==> config.mk <==
export PLATFORM = sky130hd
export DESIGN_NAME = ahb_dma_copy
export DESIGN_NICKNAME = d
export VERILOG_FILES = /design/src/rtl/ahb_dma_copy.sv
export SDC_FILE = /design/constraint.sdc
export NUM_CORES = 1
export LEC_CHECK = 0
export ABC_AREA = 0
export CAP_MARGIN = 5
export CORE_ASPECT_RATIO = 0.7
export CORE_MARGIN = 5
export CORE_UTILIZATION = 49
export DETAILED_ROUTE_END_ITERATION = 8
export GPL_ROUTABILITY_DRIVEN = 1
export PLACE_DENSITY = 0.79
export SYNTH_ARGS = -nofsm -noshare
export SYNTH_HDL_FRONTEND = slang
export SYNTH_SLANG_ARGS = --single-unit
==> constraint.sdc <==
create_clock -name HCLK -period 2.1 [get_ports HCLK]
set_input_delay 0.315 -clock HCLK [delete_from_list [all_inputs] [get_ports HCLK]]
set_output_delay 0.315 -clock HCLK [all_outputs]
set_load 0.01 [all_outputs]
==> src/rtl/ahb_dma_copy.sv <==
// Single-channel AHB-Lite copy engine: reads one word, writes it, repeats.
// The read address phase of the next word overlaps the previous write's data phase.
module ahb_dma_copy #(
    parameter int LENWIDTH = 12
) (
    input  logic                HCLK,
    input  logic                HRESETn,
    input  logic                start,
    input  logic [31:0]         src_addr,
    input  logic [31:0]         dst_addr,
    input  logic [LENWIDTH-1:0] len,
    output logic                busy,
    output logic                done,
    output logic                error,
    output logic [LENWIDTH-1:0] words_done,
    output logic [31:0]         HADDR,
    output logic [1:0]          HTRANS,
    output logic                HWRITE,
    output logic [2:0]          HSIZE,
    output logic [2:0]          HBURST,
    output logic [3:0]          HPROT,
    output logic                HMASTLOCK,
    output logic [31:0]         HWDATA,
    input  logic [31:0]         HRDATA,
    input  logic                HREADY,
    input  logic                HRESP
);

    // state  | meaning
    // IDLE   | waiting for start
    // RD_A   | read address phase (may carry previous write data phase)
    // RD_D   | read data phase
    // WR_A   | write address phase
    // WR_D   | final write data phase
    // DONE   | one-cycle completion/abort pulse
    typedef enum logic [2:0] {
        S_IDLE,
        S_RD_A,
        S_RD_D,
        S_WR_A,
        S_WR_D,
        S_DONE
    } state_t;

    localparam logic [1:0] TR_IDLE   = 2'b00;
    localparam logic [1:0] TR_NONSEQ = 2'b10;

    state_t state, state_nxt;

    logic [31:0]         src_q, dst_q, buf_q;
    logic [LENWIDTH-1:0] remaining_q, words_done_q;
    logic                wr_pend_q, err_cyc_q, error_q;

    logic in_dphase, abort;
    logic ld_cfg, rd_ok, wr_acc, inc_wd, clr_pend;

    always_ff @(posedge HCLK or negedge HRESETn) begin
        if (!HRESETn) state <= S_IDLE;
        else          state <= state_nxt;
    end

    always_comb begin
        state_nxt = state;
        ld_cfg    = 1'b0;
        rd_ok     = 1'b0;
        wr_acc    = 1'b0;
        inc_wd    = 1'b0;
        clr_pend  = 1'b0;
        in_dphase = (state == S_RD_D) || (state == S_WR_D) ||
                    ((state == S_RD_A) && wr_pend_q);
        // second cycle of a two-cycle ERROR response ends the transfer
        abort     = in_dphase && HREADY && HRESP;
        case (state)
            S_IDLE: begin
                if (start) begin
                    ld_cfg    = 1'b1;
                    state_nxt = (len == '0) ? S_DONE : S_RD_A;
                end
            end
            S_RD_A: begin
                if (abort) begin
                    state_nxt = S_DONE;
                end else if (HREADY) begin
                    inc_wd    = wr_pend_q;
                    clr_pend  = 1'b1;
                    state_nxt = S_RD_D;
                end
            end
            S_RD_D: begin
                if (abort) begin
                    state_nxt = S_DONE;
                end else if (HREADY) begin
                    rd_ok     = 1'b1;
                    state_nxt = S_WR_A;
                end
            end
            S_WR_A: begin
                if (HREADY) begin
                    wr_acc    = 1'b1;
                    state_nxt = (remaining_q == LENWIDTH'(1)) ? S_WR_D : S_RD_A;
                end
            end
            S_WR_D: begin
                if (abort) begin
                    state_nxt = S_DONE;
                end else if (HREADY) begin
                    inc_wd    = 1'b1;
                    state_nxt = S_DONE;
                end
            end
            S_DONE:  state_nxt = S_IDLE;
            default: state_nxt = S_IDLE;
        endcase
    end

    always_ff @(posedge HCLK or negedge HRESETn) begin
        if (!HRESETn) begin
            src_q        <= '0;
            dst_q        <= '0;
            buf_q        <= '0;
            remaining_q  <= '0;
            words_done_q <= '0;
            wr_pend_q    <= 1'b0;
            err_cyc_q    <= 1'b0;
            error_q      <= 1'b0;
        end else begin
            err_cyc_q <= in_dphase && HRESP && !HREADY;
            if (ld_cfg) begin
                src_q        <= src_addr & 32'hFFFF_FFFC;
                dst_q        <= dst_addr & 32'hFFFF_FFFC;
                remaining_q  <= len;
                words_done_q <= '0;
                error_q      <= 1'b0;
                wr_pend_q    <= 1'b0;
            end
            if (rd_ok) begin
                buf_q <= HRDATA;
                src_q <= src_q + 32'd4;
            end
            if (wr_acc) begin
                dst_q       <= dst_q + 32'd4;
                remaining_q <= remaining_q - LENWIDTH'(1);
                wr_pend_q   <= 1'b1;
            end
            if (clr_pend || abort) wr_pend_q <= 1'b0;
            if (inc_wd) words_done_q <= words_done_q + LENWIDTH'(1);
            if (abort) error_q <= 1'b1;
        end
    end

    // an overlapped read address is withdrawn once an error response has begun
    assign HTRANS    = (((state == S_RD_A) && !err_cyc_q) || (state == S_WR_A)) ? TR_NONSEQ : TR_IDLE;
    assign HADDR     = (state == S_WR_A) ? dst_q : src_q;
    assign HWRITE    = (state == S_WR_A);
    assign HWDATA    = (((state == S_RD_A) && wr_pend_q) || (state == S_WR_D)) ? buf_q : 32'd0;
    assign HSIZE     = 3'b010;
    assign HBURST    = 3'b000;
    assign HPROT     = 4'b0011;
    assign HMASTLOCK = 1'b0;

    assign busy       = (state == S_RD_A) || (state == S_RD_D) ||
                        (state == S_WR_A) || (state == S_WR_D);
    assign done       = (state == S_DONE);
    assign error      = error_q;
    assign words_done = words_done_q;

endmodule
==> reports/metrics.cfg <==
[sta]
finalCriticalPeriod_ns = 2.27
fin_crit_sh_pct = 108
final.setup_skew_ns = 0.00853
holdWs_ns = 0.318
rsz0062_at_grt = yes
setup_violations = 57
max_slew_margin_pct = 60.6
worst_slack_ns = -0.169
drv_slew = 0
tightest_slew_ns = 0.588
finalHoldViolations = 0
fmax_ghz = 0.441

[detailed_routing]
ant_nets = 0
routedWlPerCell_um = 19.9
num_vias = 7705
firstDrtPassIters = 5
drc = 0
drtIter0Drc = 903
vias_per_cell = 5.94
wl_um = 25800

[worst_setup_path]
reg2reg_from = state[0]
critical_path.max_fanout = 5
path_class = reg2out
r2r_cells = 9
arrival_ns = 1.95
reg2reg_to = src_q[14]
endpoint_kind = output pin
cp.required_ns = 1.78
startpoint_type = flop
ff2ff_setup_slack_ns = -0.08

[die]
start_util_pct = 50.7
io_pins = 206
core_area_mm2 = 0.0141
rows = 36
die_y_um = 111
die_width_um = 154
die_area_mm2 = 0.0171

[cells_and_area]
fin_nets = 1212
diodes = 0
drive_gt1_share_pct = 25.8
regArea_mm2 = 0.00306
nFillCells = 994
multi_input_area_mm2 = 0.00400
stdcell_count = 1297
post-route-util_pct = 76.0
area_growth_pct = 49.8

[placement]
pre_cts_slack_ns = -0.161
dpl.hpwl_um = 17200
gp_congestion = 0.891
io_buffers = 187
post-place-cells = 1243

[synthesis]
ys_seq_area_share_pct = 42.7
async_flop_share_pct = 100
synth_top_area_share_pct = 42.7
avgSynthCellArea_um2 = 8.60
yosysUniqueCellTypes = 70
ys.flop_type = dfrtp_1
netlist_instances = 831
ys_seq_elements = 122
ys_warn_count = 0
synth_area_leaders = dfrtp_1 (43%), nand2_1 (10%), mux2_2 (4.3%), and2_1 (3.4%), nand3_1 (3.1%)
synth_area_mm2 = 0.00715
synth_edf_count = 0
synth_top_area_cell = dfrtp_1

[global_routing]
grt_pass1_vias = 7193
grt_max_degree = 52
track_usage_pct = 28.0
grt_pass1_wl_um = 38900
antenna_found_initial = 0
grt_overflow_total = 0

[power]
power.leakage_nw = 4.73
power.density_mw_per_mm2 = 1370
pwr-share-seq_pct = 30.5
p_int_mw = 8.85
swShare_pct = 39.6
clkPwrFrac_pct = 20.8
combPwrFrac_pct = 48.6
vdd_drop_max_mv = 0.818
p_switching_mw = 5.80

[status]
violations = setup timing
outcome = finished, violations left

[clocking]
clkTransAtPathRegs_ns = 0.06
ctsHtreeMaxLevel = 4
insertion_delay_ns = 0.42
clock_sinks = 122
cts_tree = done
root_buffer = clkbuf_16
clk_path_buf_depth = 2
cts_made_buffers = 17

[hold_path]
hold_class = in2async

[job]
cap_violations = 0

## logic make-up (layout without fill, tap and decap cells)
kind of cell	Yosys count	count (layout)	share of synthesized area, %
mux	29	29	4.53
fa+ha+maj	5	5	0.875
compound gates	164	164	16.6
flops	122	122	42.7
other cells	2	14	0.105
xor+xnor	6	6	0.735
simple gates	430	430	29.6
buf+inv	73	337	4.83
## layer usage
metal	track usage (%)	vias to the layer above	part of all wire [%]
met5	0	-	0
met4	6.76	0	1.5
met3	6.98	41	11
met2	41.3	464	44
met1	41.4	3681	44
li1	-	3519	-
## cell usage in the layout (no fill, tap or decap), types with 5 or more instances in the layout
cell type / netlist / final
o311ai_1: 0 / 7
mux2_2: 27 / 26
nor3_1: 14 / 13
o211ai_1: 27 / 27
o22ai_1: 7 / 7
buf_6: 0 / 31
or4_1: 7 / 6
nor2_1: 48 / 43
buf_2: 12 / 34
and4_1: 5 / 5
conb_1: 2 / 14
and3_1: 10 / 9
ha_1: 5 / 5
buf_4: 15 / 80
clkbuf_16: 0 / 21
nand2_1: 196 / 194
a21oi_1: 24 / 22
clkbuf_2: 0 / 7
and2_1: 39 / 26
nor4_1: 15 / 15
inv_1: 12 / 10
a22oi_1: 6 / 6
nand4_1: 18 / 18
or3_1: 6 / 6
buf_12: 0 / 10
nand3_1: 45 / 41
o311ai_0: 17 / 10
a211oi_1: 8 / 7
clkdlybuf4s50_1: 0 / 120
o21ai_0: 33 / 30
dfrtp_1: 122 / 119
and2_4: 0 / 13
## synth_stat cells, types with 17 or more instances
cell / count
nand2_1: 196
dfrtp_1: 122
nor2_1: 48
nand3_1: 45
and2_1: 39
o21ai_0: 33
mux2_2: 27
o211ai_1: 27
clkbuf_1: 25
a21oi_1: 24
nand4_1: 18
o311ai_0: 17
## how the worst max path moves through the flow
| stage | from | to | slack (ns) |
|---|---|---|---|
| 6_report | state[2] | HWDATA[7] | -0.17 |
| 5_1_grt | state[2] | HWDATA[7] | -0.22 |
| 4_1_cts | state[2] | HWDATA[6] | -0.19 |
| 3_5_place_dp | start | src_q[31] | -0.16 |
| 3_3_place_gp | start | src_q[21] | -0.13 |
| 2_1_floorplan | state[0] | words_done[11] | 0.23 |
## repair_timing
action | in CTS | in global routing
hold buffers | 1 | 0
resized for setup | 279 | 74
gates cloned | 4 | 4
endpoints found under the setup margin | 66 | 125
hold endpoints to repair | 16 | 0
pin swaps | 11 | 15
buffers inserted | 11 | 4
## cell type report
type                    instances  area share, %
clock buffers                  21           4.30
clock inverters                11           1.36
multi-input cells             648           37.3
well taps                     190           2.22
inverters                      12          0.444
flip-flops and latches        122           28.5
repair buffers                293           25.8
## registers in the layout (all words and copies together) (netlist names)
register     flops
dst_q           30
error            1
words_done      12
state            3
src_q           30
wr_pend_q        1
buf_q           32
err_cyc_q        1
remaining_q     12
## power by group through the flow
stage	Combinational, mW	Sequential, mW	Clock (mW)
final	7.13	4.47	3.05
after global routing	7.65	4.62	3.15
after CTS	6.59	4.37	3.04
after detailed placement	6.35	4.39	0
after global placement	6.23	4.35	0
after floorplan	3.48	4.16	0
## stage by stage
stage | power (mW) | setup TNS, ns | cell area, um^2
6_report | 14.7 | -5.81 | 10700
4_1_cts | 14.0 | -5.55 | 10500
5_1_grt | 15.4 | -8.93 | 10700
3_3_place_gp | 10.6 | -2.02 | 9740
3_5_place_dp | 10.7 | -3.31 | 9740
2_1_floorplan | 7.64 | 0 | 7200
## critical path, cell delays in order, from the launching register on
cell	delay (ns)
dfrtp_2	0.45
nand3b_4	0.19
a21oi_4	0.19
buf_6	0.14
buf_6	0.12
buf_16	0.11
buf_8	0.10
and2_4	0.13
buf_6	0.09
(Power assumes the default switching activity.)
==> RTL change: new RTL, config.mk and constraints unchanged <==
The parameter `LENWIDTH` goes from 12 to 18.
--- a/src/rtl/ahb_dma_copy.sv
+++ b/src/rtl/ahb_dma_copy.sv
@@ -1,7 +1,7 @@
 // Single-channel AHB-Lite copy engine: reads one word, writes it, repeats.
 // The read address phase of the next word overlaps the previous write's data phase.
 module ahb_dma_copy #(
-    parameter int LENWIDTH = 12
+    parameter int LENWIDTH = 18
 ) (
     input  logic                HCLK,
     input  logic                HRESETn,
Ports: changed (resized len and words_done); port bits go from 206 to 218. The function was not compared with the original's and may differ.
==> RTL change against the unedited design <==
  * The run still ends with setup timing left
  * Worst hold slack gained 0.046 ns
  * Sequential power up 11%
  * Synthesized area increased by 9.6%
  * Clock skew increased by 0.0060 ns
  * Clock power is 4% lower
  * Global-route usage grew 0.77 points
  * Final area is 14% higher
  * Sequential cell count is 12 higher
  * Non-clock buffer count rose by 29
  * Power is 7.4% higher
  * Setup slack got worse by 0.099 ns
  * Wire length rose by 9.4%
  * Critical endpoint is now HADDR[29]
  * Largest cell class unchanged
==> RTL change: results (changes against the unedited design) <==
STATUS
------------------------------------------------------------------------------
Result of the run                                                 finished, violations left
Violated checks                                                   setup timing

POWER AND IR DROP
------------------------------------------------------------------------------
Switch Pwr                                                           0.00621 W   +7.1%
Worst vdd ir                                                          0.866 mV   +5.8%

WORST SETUP PATH
------------------------------------------------------------------------------
Maximum fanout along the worst path                                          4   -1
Arrival time reported for the critical path endpoint                   2.05 ns   +0.10 ns

DRT
------------------------------------------------------------------------------
Metal-1 WL                                                             11.8 mm   +4.2%
Final Routed Wirelength                                                28.2 mm   +9.4%
Routed wl met2                                                         12.9 mm   +15%
Met3 WL                                                                2.66 mm   -7.8%
Routed wire per std cell                                               19.9 um   -0.17%
Starting DRT DRC Count                                                     801   -11%
Via count                                                                 8575   +11%

LOGIC SYNTHESIS
------------------------------------------------------------------------------
Ranking of synthesized cells by area                              sky130_fd_sc_hd__dfrtp_1 43%, sky130_fd_sc_hd__nand2_1 9.7%, sky130_fd_sc_hd__nand3_1 3.9%, sky130_fd_sc_hd__mux2_2 3.7%, sky130_fd_sc_hd__and2_1 3.2%
Multiplexer fraction of the synthesized cell area                        5.01%   +0.48 points
Complex-gate fraction of the synthesized area                            16.4%   -0.20 points
Synthesized instance count                                                 916   +10%
Unique cell type count in the Yosys netlist                                 64   -8.6%
Post-Synth XOR/XNOR Area                                                0.112%   -0.62 points

CLOCK TREE
------------------------------------------------------------------------------
Post-CTS Setup Repair Bufs                                                  19   +8
Number of gates resized after cts                                          363   +30%

GLOBAL ROUTE
------------------------------------------------------------------------------
Vias in the first global route                                            8291   +15%
Fraction of met2 tracks used by global routing                           44.2%   +2.9 points
First-pass GRT wire length                                             43.3 mm   +11%

TIMING
------------------------------------------------------------------------------
Total setup violations reported at the end of the flow                      74   +30%
Final worst-path setup slack                                         -0.268 ns   -0.0990 ns
Transition at the pin with the smallest max-transition slack          0.570 ns   -0.0189 ns
Setup skew after layout                                              0.0146 ns   +0.00603 ns

PLACED DESIGN
------------------------------------------------------------------------------
Dpl ws                                                               -0.265 ns   -0.104 ns
DP Wirelength                                                          18.3 mm   +6.4%
Last weighted congestion value of the routability-driven placer          0.937   +5.2%
Placed cell area                                                  0.0106 sq mm   +8.5%

LAYOUT
------------------------------------------------------------------------------
Final #Nets                                                               1332   +9.9%

==> RTL change: cell types whose count changed in the layout (fill, tap and decap cells not counted), sizes merged, moves of 5 or more <==
cell           change
buf               +26
nand3             +15
nor2              +15
clkdlybuf4s50     +12
dfrtp             +12
clkbuf            -10
mux2i              +8
inv                +7
o31ai              +7
or3                +7
nand2              +5
or4                -5
==> RTL change: worst paths after layout <==
| check | to | slack (ns) | cells after the start |
|---|---|---|---|
| max | HADDR[29] | -0.27 | 7 |
| min | remaining_q[5] | 0.36 | 2 |
| min reg2reg | buf_q[13] | 0.48 | 2 |
| min in group HCLK | buf_q[17] | 0.41 | 3 |
| max in group asynchronous | state[0] | 1.08 | 3 |
| max reg2reg | src_q[18] | -0.14 | 9 |
==> RTL change: power by group through the flow <==
stage / Clock, W / Sequential (W) / Combinational (W)
2_1_floorplan: 0 / 0.00448 / 0.00352
3_3_place_gp: 0 / 0.00476 / 0.00607
3_5_place_dp: 0 / 0.00480 / 0.00620
4_1_cts: 0.00296 / 0.00482 / 0.00730
5_1_grt: 0.00309 / 0.00508 / 0.00841
6_report: 0.00293 / 0.00495 / 0.00784
==> RTL change: area by class of cell <==
class / count / area [sq um]
fillers: 1031 / 3410
repair buffers: 322 / 3320
inverters: 16 / 60.1
flip-flops and latches: 134 / 3360
multi-input cells: 717 / 4620
well taps: 200 / 250
clock inverters: 13 / 124
clock buffers: 19 / 453
==> RTL change: cell families (layout without fill, tap and decap cells) <==
logic type	after synthesis	in the layout
and+or+nand+nor	479	479
adders and majority gates	5	5
AOI/OAI and AO/OA	182	182
DFF	134	134
buffers and inverters	77	370
other	2	14
muxes	36	36
xor gates and xnor gates	1	1
